[src/rtl/pulse_meter_pkg.sv]
// pulse_meter shared types: FSM state encoding and default sizes.
// Imported by pulse_meter and sync_edge_detect.
package pulse_meter_pkg;

  typedef enum logic [1:0] {
    IDLE = 2'd0,
    ARM  = 2'd1,
    HIGH = 2'd2,
    LOW  = 2'd3
  } pm_state_e;

  localparam int CNT_W_DEF       = 16;
  localparam int SYNC_STAGES_DEF = 2;

endpackage

[src/rtl/sync_edge_detect.sv]
// Multi-flop synchroniser with rise/fall detection on the synced level.
// Reusable by any consumer of the pulse/trigger outputs.
module sync_edge_detect
  import pulse_meter_pkg::*;
#(
  parameter int SYNC_STAGES = SYNC_STAGES_DEF
) (
  input  logic clock,
  input  logic reset_n,
  input  logic d,
  output logic s,
  output logic rise,
  output logic fall
);

  logic [SYNC_STAGES-1:0] sync_q;
  logic                   s_d;

  always_ff @(posedge clock or negedge reset_n) begin
    if (!reset_n) begin
      sync_q <= '0;
      s_d    <= 1'b0;
    end else begin
      sync_q <= {sync_q[SYNC_STAGES-2:0], d};
      s_d    <= sync_q[SYNC_STAGES-1];
    end
  end

  assign s    = sync_q[SYNC_STAGES-1];
  assign rise = s & ~s_d;
  assign fall = ~s & s_d;

endmodule

[src/rtl/pulse_meter.sv]
// Pulse width/period meter with valid/ready result output.
// PULSE_METER_TIMEOUT_EN adds an idle watchdog and a sticky timeout port.
module pulse_meter
  import pulse_meter_pkg::*;
#(
  parameter int CNT_W       = CNT_W_DEF,
  parameter int SYNC_STAGES = SYNC_STAGES_DEF
`ifdef PULSE_METER_TIMEOUT_EN
  ,
  parameter int TIMEOUT     = 1000
`endif
) (
  input  logic             clock,
  input  logic             reset_n,
  input  logic             enable,
  input  logic             signal_in,
  output logic [CNT_W-1:0] width_out,
  output logic [CNT_W-1:0] period_out,
  output logic             sat,
  output logic             meas_valid,
  input  logic             meas_ready,
  output logic [CNT_W-1:0] pulse_count,
  output logic             overrun
`ifdef PULSE_METER_TIMEOUT_EN
  ,
  output logic             timeout
`endif
);

  localparam logic [CNT_W-1:0] MAX = '1;

  logic             s_unused;
  logic             rise;
  logic             fall;
  pm_state_e        state;
  logic [CNT_W-1:0] width_cnt;
  logic [CNT_W-1:0] period_cnt;
  logic             sat_acc;
  logic             w_max;
  logic             p_max;
  logic             done;
  logic             accept;

  sync_edge_detect #(
    .SYNC_STAGES(SYNC_STAGES)
  ) u_sync (
    .clock  (clock),
    .reset_n(reset_n),
    .d      (signal_in),
    .s      (s_unused),
    .rise   (rise),
    .fall   (fall)
  );

  assign w_max  = (width_cnt == MAX);
  assign p_max  = (period_cnt == MAX);
  assign done   = enable & (state == LOW) & rise;
  assign accept = meas_valid & meas_ready;

`ifdef PULSE_METER_TIMEOUT_EN
  localparam int IDLE_W = $clog2(TIMEOUT + 1);
  logic [IDLE_W-1:0] idle_cnt;
`endif

  always_ff @(posedge clock or negedge reset_n) begin
    if (!reset_n) begin
      state       <= IDLE;
      width_cnt   <= '0;
      period_cnt  <= '0;
      sat_acc     <= 1'b0;
      width_out   <= '0;
      period_out  <= '0;
      sat         <= 1'b0;
      meas_valid  <= 1'b0;
      pulse_count <= '0;
      overrun     <= 1'b0;
`ifdef PULSE_METER_TIMEOUT_EN
      idle_cnt    <= '0;
      timeout     <= 1'b0;
`endif
    end else begin
      if (accept && !(pulse_count == MAX))
        pulse_count <= pulse_count + CNT_W'(1);

      // A completion may refill the slot in the same cycle it drains.
      if (done) begin
        if (!meas_valid || meas_ready) begin
          width_out  <= width_cnt;
          period_out <= period_cnt;
          sat        <= sat_acc;
          meas_valid <= 1'b1;
        end else begin
          overrun <= 1'b1;
        end
      end else if (accept) begin
        meas_valid <= 1'b0;
      end

      if (!enable) begin
        state      <= IDLE;
        width_cnt  <= '0;
        period_cnt <= '0;
        sat_acc    <= 1'b0;
      end else begin
        unique case (state)
          IDLE: state <= ARM;
          ARM: begin
            if (rise) begin
              width_cnt  <= CNT_W'(1);
              period_cnt <= CNT_W'(1);
              sat_acc    <= 1'b0;
              state      <= HIGH;
            end
          end
          HIGH: begin
            period_cnt <= period_cnt + CNT_W'(!p_max);
            if (fall) begin
              sat_acc <= sat_acc | p_max;
              state   <= LOW;
            end else begin
              width_cnt <= width_cnt + CNT_W'(!w_max);
              sat_acc   <= sat_acc | p_max | w_max;
            end
          end
          LOW: begin
            if (rise) begin
              width_cnt  <= CNT_W'(1);
              period_cnt <= CNT_W'(1);
              sat_acc    <= 1'b0;
              state      <= HIGH;
            end else begin
              period_cnt <= period_cnt + CNT_W'(!p_max);
              sat_acc    <= sat_acc | p_max;
            end
          end
          default: state <= IDLE;
        endcase
      end

`ifdef PULSE_METER_TIMEOUT_EN
      if (enable && (state == HIGH || state == LOW)) begin
        if (rise || fall) begin
          idle_cnt <= '0;
        end else if (idle_cnt == IDLE_W'(TIMEOUT - 1)) begin
          idle_cnt   <= '0;
          state      <= ARM;
          width_cnt  <= '0;
          period_cnt <= '0;
          sat_acc    <= 1'b0;
          timeout    <= 1'b1;
        end else begin
          idle_cnt <= idle_cnt + IDLE_W'(1);
        end
      end else begin
        idle_cnt <= '0;
      end
`endif
    end
  end

endmodule

[config.mk]
export PLATFORM = sky130hd
export DESIGN_NAME = pulse_meter
export DESIGN_NICKNAME = d
export VERILOG_FILES = /design/src/rtl/pulse_meter_pkg.sv /design/src/rtl/sync_edge_detect.sv /design/src/rtl/pulse_meter.sv
export SDC_FILE = /design/constraint.sdc
export NUM_CORES = 1
export LEC_CHECK = 0
export CORE_MARGIN = 2
export CORE_UTILIZATION = 59
export CTS_BUF_LIST = sky130_fd_sc_hd__clkbuf_8 sky130_fd_sc_hd__clkbuf_16
export DETAILED_ROUTE_END_ITERATION = 10
export PLACE_DENSITY = 0.85
export REMOVE_ABC_BUFFERS = 1
export SLEW_MARGIN = 20
export SYNTH_ARGS = -nofsm -noshare
export SYNTH_HDL_FRONTEND = slang
export SYNTH_HIERARCHICAL = 1
export SYNTH_SLANG_ARGS = --single-unit
[constraint.sdc]
create_clock -name clock -period 4 [get_ports clock]
set_input_delay 1.2 -clock clock [delete_from_list [all_inputs] [get_ports clock]]
set_output_delay 1.2 -clock clock [all_outputs]
set_load 0.01 [all_outputs]
Yosys cells after proc, flatten, opt, wreduce, memory -nomap -nowiden --
Index checks and enable logic that the tools add are counted.
Word-level totals: register bits after elaboration 89, input bits 5, word-level logic and storage cells 72, output and inout port bits 51
Cells by class: muxes and demuxes 19, equal/unequal tests 13, $add $sub $neg 3, reductions and logical operators 15, bitwise operators 10
Operators with widths (number):
- $mux W16 | 5
- $eq A16 B16 Y1 const B | 3
- $pmux W16 S3 | 1
- $add A16 B1 Y16 | 2
- $pmux W16 S2 | 1
- $add A16 B1 Y16 const B | 1
- $reduce_and A2 Y1 | 5
- $ne A3 B3 Y1 const B | 3
- $mux W1 | 7
- $mux W2 | 3
- $ne A3 B2 Y1 const B | 2
- $pmux W2 S3 | 1
- $and A1 B1 Y1 | 5
- $eq A2 B2 Y1 const B | 2
- $logic_not A1 Y1 | 4
- $ne A4 B1 Y1 const B | 1
- $not A1 Y1 | 3
- $pmux W1 S3 | 1
- $reduce_and A3 Y1 | 1
- $eq A2 B1 Y1 const B | 1
- $logic_not A2 Y1 | 1
- $ne A2 B1 Y1 const B | 1
- $or A1 B1 Y1 | 2
- $reduce_bool A2 Y1 | 1
- other kinds (3) | 3

Longest topological paths before layout --
depth in word-level cells 6, depth in mapped cells 11, mapped depth without buffers 10

Hierarchy --
Netlist, hierarchy kept.
Modules (own cells, without submodules):
- pulse_meter | area each 4058.9 um^2, cells each 365, sequential area each 2152.1 um^2, times used 1
- sync_edge_detect | area each 90.1 um^2, cells each 5, sequential area each 75.1 um^2, times used 1

Worst setup path after synthesis --
Ideal clock, no wire load.
path type input to register, from input port meas_ready, to register period_out[0], required time 3.875 ns, data arrival time 2.075 ns, buffers on the path 2, path slack 1.801 ns, stages on the path 5, library setup time 0.125 ns, cell sequence nand2b_1 > nor2b_1 > buf_2 > buf_4 > mux2_2
On the way: cells in the longest elaborated chain, start to end 2
RTL lines:
- start: declaration | RTL line pulse_meter.sv:21 | input logic meas_ready,
- $logic_or A1 B1 Y1 | RTL line pulse_meter.sv:87 | if (!meas_valid || meas_ready) begin
- $reduce_and A2 Y1 (no source line)
- end signal: assignment | RTL line pulse_meter.sv:89 | period_out <= period_cnt;
- end: declaration | RTL line pulse_meter.sv:18 | output logic [CNT_W-1:0] period_out,
No other way between the ends. A chain may end at the register's enable or synchronous reset.

Worst setup path after layout --
from input port enable, to register width_out[4]
On the way: cells in the longest elaborated chain, start to end 3
RTL lines:
- start: declaration | RTL line pulse_meter.sv:15 | input logic enable,
- $and A1 B1 Y1 (2 in a row) | RTL line pulse_meter.sv:57 | assign done = enable & (state == LOW) & rise;
- $reduce_and A2 Y1 (no source line)
- end signal: assignment | RTL line pulse_meter.sv:88 | width_out <= width_cnt;
- end: declaration | RTL line pulse_meter.sv:17 | output logic [CNT_W-1:0] width_out,
No other way between the ends.

==> summary.md <==
| Metric | Value |
|---|---|
| Status | `complete, no violations` |
| Post-synthesis xor/xnor area fraction | `6.33%` |
| Placed cell areas | `0.00477 mm^2` |
| 1st-pass router iterations | `4` |
| Reg power frac | `50.2%` |
| Nets | `441` |
| CP Launch Type | `input port` |
| Hold Slack | `0.358 ns` |
| Pre-CTS WS | `0.906 ns` |
| Post-Route WL | `7.86 mm` |
| Die height | `87.9 um` |
| Period minus WS final | `2.72 ns` |
| Synthesized-area fraction occupied by adder cells | `2.71%` |
| DP HPWL | `5.40 mm` |
| Net Sw Power | `613 uW` |
| Vias in the first global route | `3015` |
| Crit path arrival time | `2.96 ns` |
| DR iter-0 viols | `131` |
| Top cell type by total area after synthesis | `dfrtp_1` |
| First-pass GRT wire length | `13.6 mm` |
| Area Overhead vs Synth | `19.3%` |
| Worst Path Max Fanout | `33` |
| Setup slack after layout | `1.28 ns` |
| Routed vias/inst | `5.73` |
| # setup viols final | `0` |
| Worst-Skew Late Latency | `0.36 ns` |
| Complex-gate fraction of the synthesized area | `9.11%` |
| Drt wl/cell | `14.9 um` |
| Total GRT Usage | `22.7%` |
| Top post-synthesis cells by area | `dfrtp_1 (54%), mux2_2 (9.0%), xor2_1 (4.6%)` |
| Worst Path Required | `4.24 ns` |
| RSZ-0062 raised after global routing | `no` |
| Rel. slew slack | `48.7%` |
| Mapped cell area | `0.00415 mm^2` |
| Synth cell types | `45` |
| Setup Buffers After CTS | `0` |
| TritonCTS Buffers | `9` |
| Die area | `0.00772 mm^2` |
| Peak supply drop | `0.000280 V` |
| Fin crit share | `68.0%` |
| Register area share after synthesis | `53.7%` |
| Ratio of cells with drive above 1 in the final layout | `13.9%` |
| H-tree depth reported by CTS | `3` |
| Post-synthesis mux area share | `8.96%` |
| Core area | `0.00679 mm^2` |
| Setup tns final | `0 ns` |
| Commonest cells post-synth | `dfrtp_1 (89), mux2_2 (33), nor2_1 (29)` |
| Yosys top cell area share | `53.7%` |
| Via count | `3024` |
| Slew Viols, Final | `0` |
| Clk network pwr share | `27.9%` |
| # fillers | `495` |
| Switching share of power | `31.5%` |
| Worst-path clk slew | `0.08 ns` |
| PostCTS Resize Cnt | `0` |
| DRC errors left | `0` |
| CTS tree | `done` |
| # IOs | `56` |
| Antenna Cells | `0` |
| Synth Warn # | `6` |
| Synthesized flop and latch total | `89` |
| Hold-fix buffers, CTS | `0` |
| Post-synth EDFFs | `0` |
| Cells after Synth | `370` |
| GR Overflow Total | `0` |
| Synth Area per Inst | `11.2 um^2` |
| Max Cap Viol | `0` |
| Final hold vios | `0` |
| GP Congestion | `0.822` |
| TritonCTS Sinks | `89` |
| Cell Rows | `30` |
| Port bufs | `55` |
| Worst slew pin tran | `0.763 ns` |
| Design Area, Final | `0.00495 mm^2` |
| Width of the die | `87.9 um` |
| Count leader, synth | `dfrtp_1` |
| Post-Synth Simple-Gate Area | `17.3%` |
| Pwr dens | `393 mW/mm^2` |
| Crit. End Element | `flop` |
| Critical path class | `input port to flop` |
| Starting Density | `61.1%` |
| Antenna Nets Post-Route | `0` |
| Comb power frac | `21.8%` |
| Async S/R FF share, synth | `100%` |
| Hold crit path type | `flop to flop` |
| FMAX | `368 MHz` |
| Main combinational cell family by area after synthesis | `simple AND/OR/NAND/NOR gates` |
| Largest net degree at the start of global routing | `90` |
| Ys flop type | `dfrtp_1` |
| CTS root buf | `clkbuf_8` |
| Int Pwr | `1330 uW` |
| Clock Tree Buf Depth | `2` |
| Clk_skew | `0.0109 ns` |
| Initial antenna violation count | `0` |
| LEAKAGE | `0.00222 uW` |
-- cell type report --
| cell class | instances | area (um^2) | area share (%) |
|---|---|---|---|
| Inverter | 3 | 11.3 | 0.227 |
| Clock inverter | 6 | 36.3 | 0.733 |
| Tap cell | 96 | 120 | 2.43 |
| Sequential cell | 89 | 2230 | 45.0 |
| Clock buffer | 10 | 138 | 2.78 |
| Timing Repair Buffer | 58 | 574 | 11.6 |
| Multi-Input combinational cell | 266 | 1840 | 37.3 |
-- final timing paths --
check,from,slack [ns],to,cells after the start
max,enable,1.28,width_out[4],6
min,u_sync/sync_q[0],0.36,u_sync/sync_q[1],0
max reg2reg,width_cnt[6],1.67,width_cnt[14],9
min reg2reg,u_sync/sync_q[0],0.36,u_sync/sync_q[1],0
max in group asynchronous,reset_n,2.59,width_out[3],1
min in group asynchronous,reset_n,0.88,u_sync/sync_q[0],1
-- sequential cells by signal (all words and copies together) (netlist names) --
name / flops
sat_acc: 1
width_out: 16
state: 2
period_out: 16
pulse_count: 16
u_sync/sync_q: 2
u_sync/s_d: 1
period_cnt: 16
overrun: 1
meas_valid: 1
width_cnt: 16
sat: 1
-- critical path, cell delays in order --
cell and delay [ns]:
clkdlybuf4s50_1 0.46, buf_4 0.20, nand3_1 0.15, nor2b_2 0.15, buf_4 0.41, mux2_2 0.39
-- power by group through the flow --
| stage | clock network, uW | logic (uW) | registers (uW) |
|---|---|---|---|
| floorplan | 0 | 275 | 989 |
| global placement | 0 | 400 | 991 |
| detailed placement | 0 | 423 | 994 |
| CTS | 559 | 424 | 977 |
| global route | 600 | 471 | 983 |
| finish | 544 | 424 | 978 |
-- cells in the final DEF, fill, tap and decap left out, types with 2 or more instances in the layout --
cell type,Yosys,layout
nor2b_1,6,5
clkbuf_8,0,10
and3_1,10,10
o31ai_1,8,8
xor2_1,22,22
nor2_1,29,29
and2_1,4,4
o41ai_1,2,2
inv_1,3,5
nand3_1,17,17
a21oi_1,7,7
nor3_1,6,6
a31oi_1,2,2
nand2_1,28,28
dfrtp_1,89,89
nand4_1,21,21
clkdlybuf4s50_1,0,54
and4_1,6,6
xnor2_1,8,8
clkinvlp_4,0,2
buf_4,3,3
o21ai_0,24,24
ha_1,9,9
mux2_2,33,33
nand2b_1,4,4
-- through the flow --
step | cells | total power, uW | util [%]
after global routing | 528 | 2050 | 72.9
after CTS | 528 | 1960 | 72.8
after detailed placement | 512 | 1420 | 70.3
after floorplan | 358 | 1260 | -
after global placement | 512 | 1390 | 70.3
final | 528 | 1950 | 72.9
-- logic make-up after synthesis --
logic type	Yosys count
flops	89
xor+xnor	30
buf+inv	15
fa+ha+maj	9
mux	33
compound gates	56
simple gates	138
-- layer usage --
layer | global-route usage, % | vias to the layer above | part of all wire [%]
met5 | 0 | - | 0
met4 | 12.0 | 0 | 3.1
met3 | 3.77 | 21 | 4.4
met2 | 34.6 | 92 | 47
met1 | 31.3 | 1478 | 46
li1 | - | 1433 | -
Power figures use the tool's default switching activity.
